==> src/rtl/ldm_stm_register_sequencer.sv <==
// ldm_stm_register_sequencer
// Register-list sequencer for LM/SM instructions. It latches the 8-bit
// register-list field of IR, then emits one register index per cycle with
// the lowest set bit first. Each serviced bit is cleared as the sequence
// advances, and the last transfer is flagged.
//
// Optional feature: define MULTIPLE_PENDING_EN to add the mult_pending
// output. It is 1 while list_q is non-empty, which lets the controller tell
// "last register" apart from "empty list".

module ldm_stm_register_sequencer (
  input  logic       clk,
  input  logic       reset,
  input  logic       selectinput,
  input  logic [7:0] inputfromIR,
  output logic [2:0] pren_out,
`ifdef MULTIPLE_PENDING_EN
  output logic       mult_pending,
`endif
  output logic       flag_multiple
);

  logic [7:0] list_q;
  logic [7:0] list_d;
  logic [7:0] onehot;
  logic [7:0] next_list;
  logic [2:0] pren;

  // List register: written every edge; reset has priority over the mux
  always_ff @(posedge clk) begin
    if (reset) begin
      list_q <= 8'h00;
    end else begin
      list_q <= list_d;
    end
  end

  // Priority encoder: lowest set bit wins; an empty list encodes to 0
  always_comb begin
    pren = 3'd0;
    for (int i = 7; i >= 0; i--) begin
      if (list_q[i]) begin
        pren = 3'(i);
      end
    end
  end

  // Decode the serviced index and mask it out of the list
  always_comb begin
    onehot    = 8'h01 << pren;
    next_list = list_q & ~onehot;
  end

  // Next-state mux: 0 reloads from IR, 1 advances to the next pending register
  always_comb begin
    if (selectinput) begin
      list_d = next_list;
    end else begin
      list_d = inputfromIR;
    end
  end

  // Outputs depend only on list_q, so they are never X after reset
  always_comb begin
    pren_out      = pren;
    flag_multiple = ~|next_list;
  end

`ifdef MULTIPLE_PENDING_EN
  // Non-empty list means the current pren_out is a real transfer
  always_comb begin
    mult_pending = |list_q;
  end
`endif

endmodule

==> config.mk <==
export PLATFORM = sky130hd
export DESIGN_NAME = ldm_stm_register_sequencer
export DESIGN_NICKNAME = d
export VERILOG_FILES = /design/src/rtl/ldm_stm_register_sequencer.sv
export SDC_FILE = /design/constraint.sdc
export NUM_CORES = 1
export LEC_CHECK = 0
export BUFFER_PORTS_ARGS = -buffer_cell sky130_fd_sc_hd__buf_2
export CORE_MARGIN = 2
export CORE_UTILIZATION = 25
export CTS_CLUSTER_DIAMETER = 30
export DETAILED_ROUTE_END_ITERATION = 6
export GPL_TIMING_DRIVEN = 0
export PLACE_DENSITY = 0.48
export RECOVER_POWER = 100
export SYNTH_ARGS = -nofsm -noshare
export SYNTH_HDL_FRONTEND = slang
export SYNTH_SLANG_ARGS = --single-unit
==> constraint.sdc <==
create_clock -name clk -period 1.58 [get_ports clk]
set_input_delay 0.237 -clock clk [delete_from_list [all_inputs] [get_ports clk]]
set_output_delay 0.237 -clock clk [all_outputs]
set_load 0.005 [all_outputs]
# After elaboration in Yosys (flattened, before gate mapping)
# Index checks and enable logic that the tools add are counted.
dict set report totals {
  out_inout_bits 4
  in_bits 11
  register_bits 8
  word_cells 15
}
dict set report classes {
  shift 1
  reduce_logical 2
  n_bitwise 2
  n_mux 9
}
# op count
set op_table {}
lappend op_table {{two-way mux 3 bit} 8}
lappend op_table {{bitwise AND 8 bit} 1}
lappend op_table {{two-way mux 8 bit} 1}
lappend op_table {{inverter 8 bit} 1}
lappend op_table {{OR reduction 8 bit} 1}
lappend op_table {{<< shifter 1 x 3 -> 8 bit (first input constant)} 1}
lappend op_table {{zero test 1 bit} 1}

# Depth between registers and ports, before layout
# Gate-level depths: netlist of the first run.
dict set report logic_depth {
  depth_word 13
  mapped_depth 5
  ltp_nobuf 4
}

# Least setup slack after synthesis of the first run
# Ideal clock, no wire load.
dict set report synth_timing {
  kind {reg-to-reg}
  from {reg list_q[1]}
  to {reg list_q[7]}
  path_buffers 0
  synth_period_minus_slack_ps 1471
  slack_ps 109
  t_required_ps 1462
  path_stages_with_launch 5
  setup_time_ps 118
  arrival_ps 1353
  path_cell_list {dfxtp_1 -> or3_4 -> or4_4 -> o211ai_2 -> a21oi_1}
}
dict set report synth_via {
  elab_chain_len 6
}
# element line_no
set synth_lines {}
lappend synth_lines {{start: declaration} 23} ;# logic [7:0] list_q;
lappend synth_lines {{start signal: assignment} 34} ;# list_q <= list_d;
lappend synth_lines {{two-way mux 3 bit (2 in a row)} 42} ;# if (list_q[i]) begin
lappend synth_lines {{<< shifter 1 x 3 -> 8 bit} 50} ;# onehot = 8'h01 << pren;
lappend synth_lines {{inverter 8 bit} 51} ;# next_list = list_q & ~onehot;
lappend synth_lines {{bitwise AND 8 bit} 51}
lappend synth_lines {{two-way mux 8 bit} 56} ;# if (selectinput) begin
# No other way between the ends.
# A chain may end at the register's enable or synchronous reset.

# Worst setup path after layout of the first run
dict set report layout_timing {
  from {reg list_q[1]}
  to {out flag_multiple}
}
dict set report layout_via {
  elab_chain_len 7
}
# element line_no
set layout_lines {}
lappend layout_lines {{two-way mux 3 bit (2 in a row)} 42}
lappend layout_lines {{<< shifter 1 x 3 -> 8 bit} 50}
lappend layout_lines {{inverter 8 bit} 51}
lappend layout_lines {{bitwise AND 8 bit *} 51}
lappend layout_lines {{OR reduction 8 bit *} 66} ;# flag_multiple = ~|next_list;
lappend layout_lines {{zero test 1 bit *} 66}
lappend layout_lines {{end: declaration} 20} ;# output logic flag_multiple
# Every way passes the cells marked *; elsewhere a longest branch is shown, timed or not.

==> flow_metrics.py, run 1 <==
metrics = {
    "grt": {
        "grt_pass1_wl_um": 1850,
        "antenna_found_initial": 0,
        "grt_pass1_vias": 412,
        "gr-total-overflow": 0,
        "grt_start_max_net_pins": 11,
        "grt_usage": 0.117,
    },
    "die": {
        "dieArea_um2": 2280,
        "fp.dieH_um": 47.7,
        "ios": 15,
        "core_um2": 1760,
        "die_x_um": 47.7,
        "rows": 15,
        "start_util": 0.271,
    },
    "cells_and_area": {
        "n_antenna_cell": 0,
        "final_common_cell": "buf_2",
        "largest-register": "list_q",
        "largest_reg_flops": 8,
        "reg_top3": "list_q (8)",
        "syn_to_final_growth_pct": 33.2,
        "final_cells": 99,
        "finish.utilization": 0.361,
        "fill_cells": 213,
        "fin_nets": 87,
        "final_cell_mix": "buf_2, a21oi_1, nand2b_1",
        "drive_gt1_frac": 0.419,
    },
    "route": {
        "via_per_inst": 4.83,
        "drc": 0,
        "drt_wl_total_um": 1100,
        "routedWlPerCell_um": 11.1,
        "drt_iter0_drc": 10,
        "ant_nets": 0,
        "vias": 478,
        "first_pass_iters": 4,
    },
    "pwr": {
        "ir_worst_vdd_mv": 0.508,
        "power_density_nw_per_um2": 771,
        "combPwrFrac": 0.227,
        "swShare": 0.268,
        "p_leak_nw": 0.242,
        "seq_power_share": 0.464,
        "intPower_uw": 360,
        "p_switching_uw": 131,
        "power_frac_clock": 0.309,
    },
    "critical_path": {
        "required_ns": 1.34,
        "path_max_fanout": 4,
        "crit_type": "flip-flop to output pin",
        "crit_arrival_ns": 1.42,
        "cp-start-kind": "flip-flop",
        "endpoint_kind": "output pin",
        "r2r_slack_ns": 0.05,
    },
    "timing": {
        "slew_headroom": 0.729,
        "slew_violations": 0,
        "layout_setup_ws_ns": -0.0784,
        "setup_viol": 1,
        "hold_ws_ns": 0.230,
        "worstMarginPinSlew_ns": 0.407,
        "fmax_ghz": 0.603,
        "period_needed_ns": 1.66,
        "finalHoldViolations": 0,
        "clock_skew_ns": 0.000828,
        "rsz0062_at_grt": "true",
        "period_share": 1.05,
    },
    "placed_design": {
        "dp_hpwl_um": 782,
        "routabilityCongestion": 0.788,
        "io_buffers": 13,
        "dp.cells": 95,
    },
    "clock_network": {
        "clkLatencyLatePin_ns": 0.25,
        "clkSinkCount": 8,
        "cts_buffers": 3,
        "htreeDepth": 1,
        "clockBufferDepth": 2,
        "cts_root_buf": "clkbuf_4",
        "path_clk_slew_ns": 0.05,
        "cts_tree": "built",
    },
    "synthesis": {
        "yosysSeqAreaShare": 0.335,
        "synth_xor_area_frac": 0,
        "synth_top_family_by_area": "simple AND/OR/NAND/NOR gates",
        "avgSynthCellArea_um2": 8.39,
        "synthSimpleGateAreaFrac": 0.306,
        "yosysWarnings": 0,
        "synth_seq_cells": 8,
        "synth_fa_ha_area_frac": 0.0209,
        "synthMuxAreaShare": 0,
        "synth_nets": 68,
        "post_synth_num_cell_types": 26,
        "synth_compound_area_frac": 0.259,
        "syn-cell-area_um2": 478,
        "syn_inst": 57,
    },
    "run_status": {
        "status": "finished, violations left",
        "failed_checks": "setup timing",
    },
    "min_path": {
        "hold_class": "input pin to flip-flop",
    },
    "run": {
        "maxCapViolCount": 0,
    },
}
-- power by group through the flow --
stage,clock network [mW],registers [mW],logic (mW)
2_1_floorplan,0,0.226,0.0707
3_3_place_gp,0,0.231,0.103
3_5_place_dp,0,0.231,0.104
4_1_cts,0.156,0.228,0.112
5_1_grt,0.168,0.230,0.124
6_report,0.152,0.228,0.111
-- Yosys cell counts --
cell | count | share of area
a21oi_1 | 10 | 0.10
o211ai_1 | 2 | 0.031
a211oi_1 | 1 | 0.016
o32a_1 | 1 | 0.021
o21ai_0 | 1 | 0.010
or2b_2 | 1 | 0.018
a21boi_0 | 1 | 0.016
inv_1 | 2 | 0.016
nor4_1 | 2 | 0.026
nor3b_1 | 1 | 0.016
nor3_1 | 1 | 0.010
dfxtp_1 | 8 | 0.34
clkdlybuf4s15_2 | 1 | 0.024
maj3_1 | 1 | 0.021
nor2_1 | 4 | 0.031
o211ai_2 | 1 | 0.026
nand2b_1 | 7 | 0.092
o311ai_0 | 1 | 0.018
nand3_1 | 3 | 0.031
o21bai_1 | 1 | 0.016
buf_6 | 1 | 0.024
or3_4 | 1 | 0.024
buf_4 | 1 | 0.016
or4_4 | 1 | 0.024
nand2_1 | 2 | 0.016
and3b_1 | 1 | 0.018
-- path summary, 6_finish.rpt --
| check | endpoint | from | cells after the start |
|---|---|---|---|
| setup / recovery | flag_multiple | list_q[1] | 4 |
| hold / removal | list_q[6] | inputfromIR[6] | 3 |
| setup reg to reg | list_q[7] | list_q[1] | 4 |
| hold reg to reg | list_q[1] | list_q[0] | 2 |
-- layer usage --
metal  GRT usage  vias to the layer above  wire, um
met5           0                        -         0
met4      0.0486                        0        19
met3      0.0340                        2        40
met2       0.155                       13       477
met1       0.175                      216       559
li1            -                      247         -
-- worst max-delay path, cell delays in order, from the launching register on --
cell and delay, ns:
dfxtp_4 0.35, or3_4 0.40, a211oi_2 0.15, o32a_1 0.17, buf_2 0.10
-- layout make-up --
class,instances,area [um^2],area share
inverter,2,7.51,0.0118
clock buffer,3,22.5,0.0354
timing repair buffer,14,71.3,0.112
sequential,8,171,0.269
buffer,3,22.5,0.0354
multi-input combinational,44,310,0.487
tap,25,31.3,0.0491
-- per-stage QoR --
step | cell area (um^2) | setup TNS (ns) | total power [mW] | worst slack (ns)
finish | 637 | -0.0784 | 0.491 | -0.0784
global route | 637 | -0.167 | 0.522 | -0.155
CTS | 632 | -0.0949 | 0.496 | -0.0949
detailed placement | 574 | -0.00484 | 0.335 | -0.00484
global placement | 574 | -0.000908 | 0.334 | -0.000908
floorplan | 478 | 0 | 0.297 | 0.109
-- logic make-up (layout without fill, tap and decap cells) --
group	count (synthesis)	in the layout
AO/OA/AOI/OAI	19	19
AND/OR/NAND/NOR	24	24
flip-flops	8	8
adder cells (fa/ha/maj)	1	1
buffers and inverters	5	22
-- what timing repair did --
item / CTS / global route
gates resized for setup: 8 / 4
pin swaps: 3 / 0
setup buffers: 1 / 0
hold endpoints to repair: 0 / 0
setup endpoints to repair: 1 / 3
cloned: 0 / 0
hold buffers: 0 / 0
Note: power is estimated with default switching activity, not from simulation.
==> inputs of run 2 (changes only) <==
MAX_ROUTING_LAYER = met4   (was not set)
PLACE_DENSITY = 0.46   (was 0.48)
clock period = 2 ns   (was 1.58 ns; I/O delays follow)
==> run 2 against run 1 <==
Sequential share of layout area is 0.79 points higher. Count of clock-buffer cells in the layout unchanged. Utilization is 3.3 points lower. Wire length decreased by 5.3%. Die area did not move. Non-clock buffer count shrank 1. Worst setup slack improved by 0.24 ns. The run now ends clean. Hold slack better by 0.072 ns. Design area shrank 9.2%. Combinational power down 32%.
==> flow_metrics.py, run 2 (synthesis results as in run 1) <==
metrics = {
    "route": {
        "vias": 456,
        "drt_iter0_drc": 5,
        "routedWlPerCell_um": 10.6,
        "via_per_inst": 4.65,
        "drt_wl_total_um": 1040,
        "first_pass_iters": 3,
        "drc": 0,
        "ant_nets": 0,
    },
    "critical_path": {
        "crit_type": "flip-flop to output pin",
        "crit_arrival_ns": 1.54,
        "cpPeakStageDelay_ns": 0.43,
        "required_ns": 1.70,
        "path_max_fanout": 7,
        "cp_cell_sequence": "or3_1 > a211oi_1 > o32a_1 > buf_2",
        "slowest_stage": "or3_1",
        "endpoint_kind": "output pin",
        "cp-start-kind": "flip-flop",
    },
    "clock_network": {
        "postCtsHoldBufs": 0,
        "clockBufferDepth": 2,
        "cts_resized": 0,
        "clkSinkCount": 8,
        "clkLatencyLatePin_ns": 0.24,
        "cts_buffers": 3,
        "cts_root_buf": "clkbuf_4",
        "postCtsSetupRepairBufs": 0,
        "path_clk_slew_ns": 0.05,
        "cts_tree": "built",
        "htreeDepth": 1,
    },
    "die": {
        "ios": 15,
        "core_um2": 1760,
        "die_x_um": 47.7,
        "dieArea_um2": 2280,
        "fp.dieH_um": 47.7,
        "start_util": 0.271,
        "rows": 15,
    },
    "timing": {
        "setup_tns_ns": 0,
        "rsz0062_at_grt": "false",
        "period_needed_ns": 1.84,
        "layout_setup_ws_ns": 0.159,
        "clock_skew_ns": 0.000644,
        "period_share": 0.921,
        "worstMarginPinSlew_ns": 0.367,
        "setup_viol": 0,
        "finalHoldViolations": 0,
        "hold_ws_ns": 0.302,
        "fmax_ghz": 0.543,
        "slew_violations": 0,
        "slew_headroom": 0.756,
    },
    "grt": {
        "gr-total-overflow": 0,
        "grt_usage": 0.111,
        "grt_pass1_vias": 410,
        "grt_start_max_net_pins": 11,
        "antenna_found_initial": 0,
        "grt_pass1_wl_um": 1700,
    },
    "cells_and_area": {
        "largest_reg_flops": 8,
        "fill_cells": 219,
        "n_antenna_cell": 0,
        "multi_input_area_um2": 277,
        "reg_top3": "list_q (8)",
        "regArea_um2": 160,
        "final_cell_mix": "buf_2, a21oi_1, dfxtp_1",
        "largest-register": "list_q",
        "drive_gt1_frac": 0.233,
        "fin_nets": 86,
        "syn_to_final_growth_pct": 20.9,
    },
    "placed_design": {
        "pre_cts_ws_ns": 0.336,
        "routabilityCongestion": 0.749,
        "dp_hpwl_um": 775,
        "io_buffers": 13,
    },
    "pwr": {
        "ir_worst_vdd_mv": 0.362,
        "power_uw": 373,
        "p_leak_nw": 0.215,
        "power_density_nw_per_um2": 645,
    },
    "run": {
        "maxCapViolCount": 0,
    },
    "min_path": {
        "hold_class": "input pin to flip-flop",
    },
    "run_status": {
        "status": "completed",
    },
}
[run 2: changes by cell type in the layout (fill, tap and decap cells not counted), moves of 2 or more]
cell and change:
clkbuf_1 +3, dfxtp_2 -3, dfxtp_4 -2, buf_2 -2, dfxtp_1 +5, buf_4 -2
[run 2: worst paths after layout]
path                  startpoint            end  slack [ns]  cells past startpoint
setup / recovery       list_q[1]  flag_multiple        0.16                      4
setup reg to reg       list_q[1]      list_q[7]        0.39                      4
hold / removal    inputfromIR[1]      list_q[1]        0.30                      3
hold reg to reg        list_q[6]      list_q[6]        0.56                      2
[run 2: stage by stage]
stage	cells	utilization	cell area (um^2)
5_1_grt	98	0.328	578
3_5_place_dp	95	0.326	574
3_3_place_gp	95	0.326	574
4_1_cts	98	0.338	597
2_1_floorplan	57	-	478
6_report	98	0.328	578
[run 2: layout make-up]
type,instances,share of cell area
buffer,3,0.0346
timing repair buffer,13,0.104
multi-input combinational,44,0.478
tap,25,0.0541
clock buffer,3,0.0390
inverter,2,0.0130
sequential,8,0.277
[run 2: worst max-delay path: cells and delay by family (launching register included)]
kind                   cells  cell delay [ns]
buffers and inverters      1             0.10
AO/OA/AOI/OAI              2             0.40
AND/OR/NAND/NOR            1             0.43
flip-flops                 1             0.37
[run 2: power by group]
| group | internal (mW) | total (mW) | switching, mW |
|---|---|---|---|
| clock network | 0.0684 | 0.119 | 0.0502 |
| logic | 0.0399 | 0.0755 | 0.0356 |
| registers | 0.167 | 0.179 | 0.0117 |
| total | 0.275 | 0.373 | 0.0975 |
[run 2: metal layers]
| layer | routed length [um] | up-vias | global-route usage |
|---|---|---|---|
| li1 | - | 247 | - |
| met1 | 530 | 198 | 0.150 |
| met2 | 452 | 11 | 0.149 |
| met3 | 55 | 0 | 0.0340 |
| met4 | 0 | 0 | 0.0486 |
| met5 | 0 | - | - |
==> inputs of run 3 (changes only) <==
clock period = 2.17 ns   (was 2 ns; I/O delays follow)
==> run 3 against run 2 <==
Sequential power is 8% lower. Global-route usage stayed put. First-iteration DRC count stayed put. Via count is 1.8% higher. Critical path depth is 2 higher. Clock power is 8% lower.
==> flow_metrics.py, run 3 (synthesis results as in run 1) <==
metrics = {
    "pwr": {
        "p_leak_nw": 0.214,
        "ir_worst_vdd_mv": 0.334,
        "power_density_nw_per_um2": 600,
    },
    "min_path": {
        "hold_class": "input pin to flip-flop",
        "min-delay-start": "inputfromIR[1]",
    },
    "die": {
        "die_x_um": 47.7,
        "fp.dieH_um": 47.7,
        "rows": 15,
        "start_util": 0.271,
        "dieArea_um2": 2280,
        "ios": 15,
        "core_um2": 1760,
    },
    "cells_and_area": {
        "n_antenna_cell": 0,
        "largest_reg_flops": 8,
        "final_cell_mix": "a21oi_1, buf_2, dfxtp_1",
        "drive_gt1_frac": 0.219,
        "reg_top3": "list_q (8)",
        "syn_to_final_growth_pct": 19.6,
        "final_common_cell": "a21oi_1",
        "largest-register": "list_q",
        "fin_nets": 86,
    },
    "critical_path": {
        "path_max_fanout": 9,
        "endpoint_kind": "output pin",
        "required_ns": 1.84,
        "crit_arrival_ns": 1.66,
        "cp-start-kind": "flip-flop",
        "crit_start": "list_q[4]",
        "timing.rr.start": "list_q[1]",
        "crit_type": "flip-flop to output pin",
    },
    "grt": {
        "gr-total-overflow": 0,
        "grt_pass1_wl_um": 1700,
        "grt_usage": 0.111,
        "grt_start_max_net_pins": 11,
        "antenna_found_initial": 0,
        "grt_pass1_vias": 410,
    },
    "timing": {
        "fmax_ghz": 0.505,
        "setup_tns_ns": 0,
        "period_share": 0.913,
        "slew_violations": 0,
        "period_needed_ns": 1.98,
        "clock_skew_ns": 0.000311,
        "rsz0062_at_grt": "false",
        "setup_viol": 0,
        "worstMarginPinSlew_ns": 0.418,
        "slew_headroom": 0.719,
        "hold_ws_ns": 0.328,
        "finalHoldViolations": 0,
    },
    "placed_design": {
        "io_buffers": 13,
        "dp_hpwl_um": 775,
        "routabilityCongestion": 0.749,
    },
    "clock_network": {
        "path_clk_slew_ns": 0.05,
        "postCtsHoldBufs": 0,
        "cts_resized": 0,
        "htreeDepth": 1,
        "clkLatencyLatePin_ns": 0.24,
        "clkSinkCount": 8,
        "clockBufferDepth": 2,
        "cts_tree": "built",
        "cts_buffers": 3,
        "postCtsSetupRepairBufs": 0,
        "cts_root_buf": "clkbuf_4",
    },
    "route": {
        "ant_nets": 0,
        "drt_iter0_drc": 5,
        "via_per_inst": 4.73,
        "first_pass_iters": 3,
        "drc": 0,
        "drt_wl_total_um": 1040,
        "routedWlPerCell_um": 10.6,
        "vias": 464,
    },
    "run_status": {
        "status": "completed",
    },
    "run": {
        "maxCapViolCount": 0,
    },
}
run 3: area by class of cell:
type,count,area (um^2)
fillers,217,1190
well taps,25,31.3
plain buffers,3,20.0
inverters,2,7.51
flip-flops and latches,8,160
clock buffers,3,22.5
multi-input cells,44,270
repair buffers,13,60.1
run 3: report_power, final:
part / leakage [nW] / internal (mW) / switching (mW) / total [mW]
combinational: 0.134 / 0.0359 / 0.0329 / 0.0688
clock: 0.0138 / 0.0630 / 0.0464 / 0.109
sequential: 0.0658 / 0.154 / 0.0105 / 0.165
run 3: layer usage:
metal  share of wire  routed length [um]  global-route usage
met5               0                   0                   -
met4               0                   0              0.0486
met3           0.053                  55              0.0340
met1            0.50                 520               0.150
met2            0.45                 464               0.149
run 3: path summary, 6_finish.rpt:
path / to / slack, ns / depth (start not counted)
min reg2reg: list_q[6] / 0.56 / 2
min: list_q[1] / 0.33 / 3
max: flag_multiple / 0.19 / 6
max reg2reg: list_q[7] / 0.56 / 4
run 3: critical path, cell delays in order, from the launching register on:
cell and delay, ns:
dfxtp_1 0.29, clkbuf_2 0.16, nor4_1 0.44, nand2_1 0.10
a21oi_1 0.15, o32a_1 0.16, buf_2 0.10
run 3: metrics by stage:
step | instances | setup slack, ns | utilization | cell area, um^2 | power (mW)
floorplan | 57 | 0.670 | - | 478 | 0.216
global placement | 95 | 0.500 | 0.326 | 574 | 0.243
detailed placement | 95 | 0.481 | 0.326 | 574 | 0.244
CTS | 98 | 0.207 | 0.338 | 597 | 0.355
global route | 98 | 0.0569 | 0.324 | 572 | 0.368
finish | 98 | 0.189 | 0.324 | 572 | 0.343
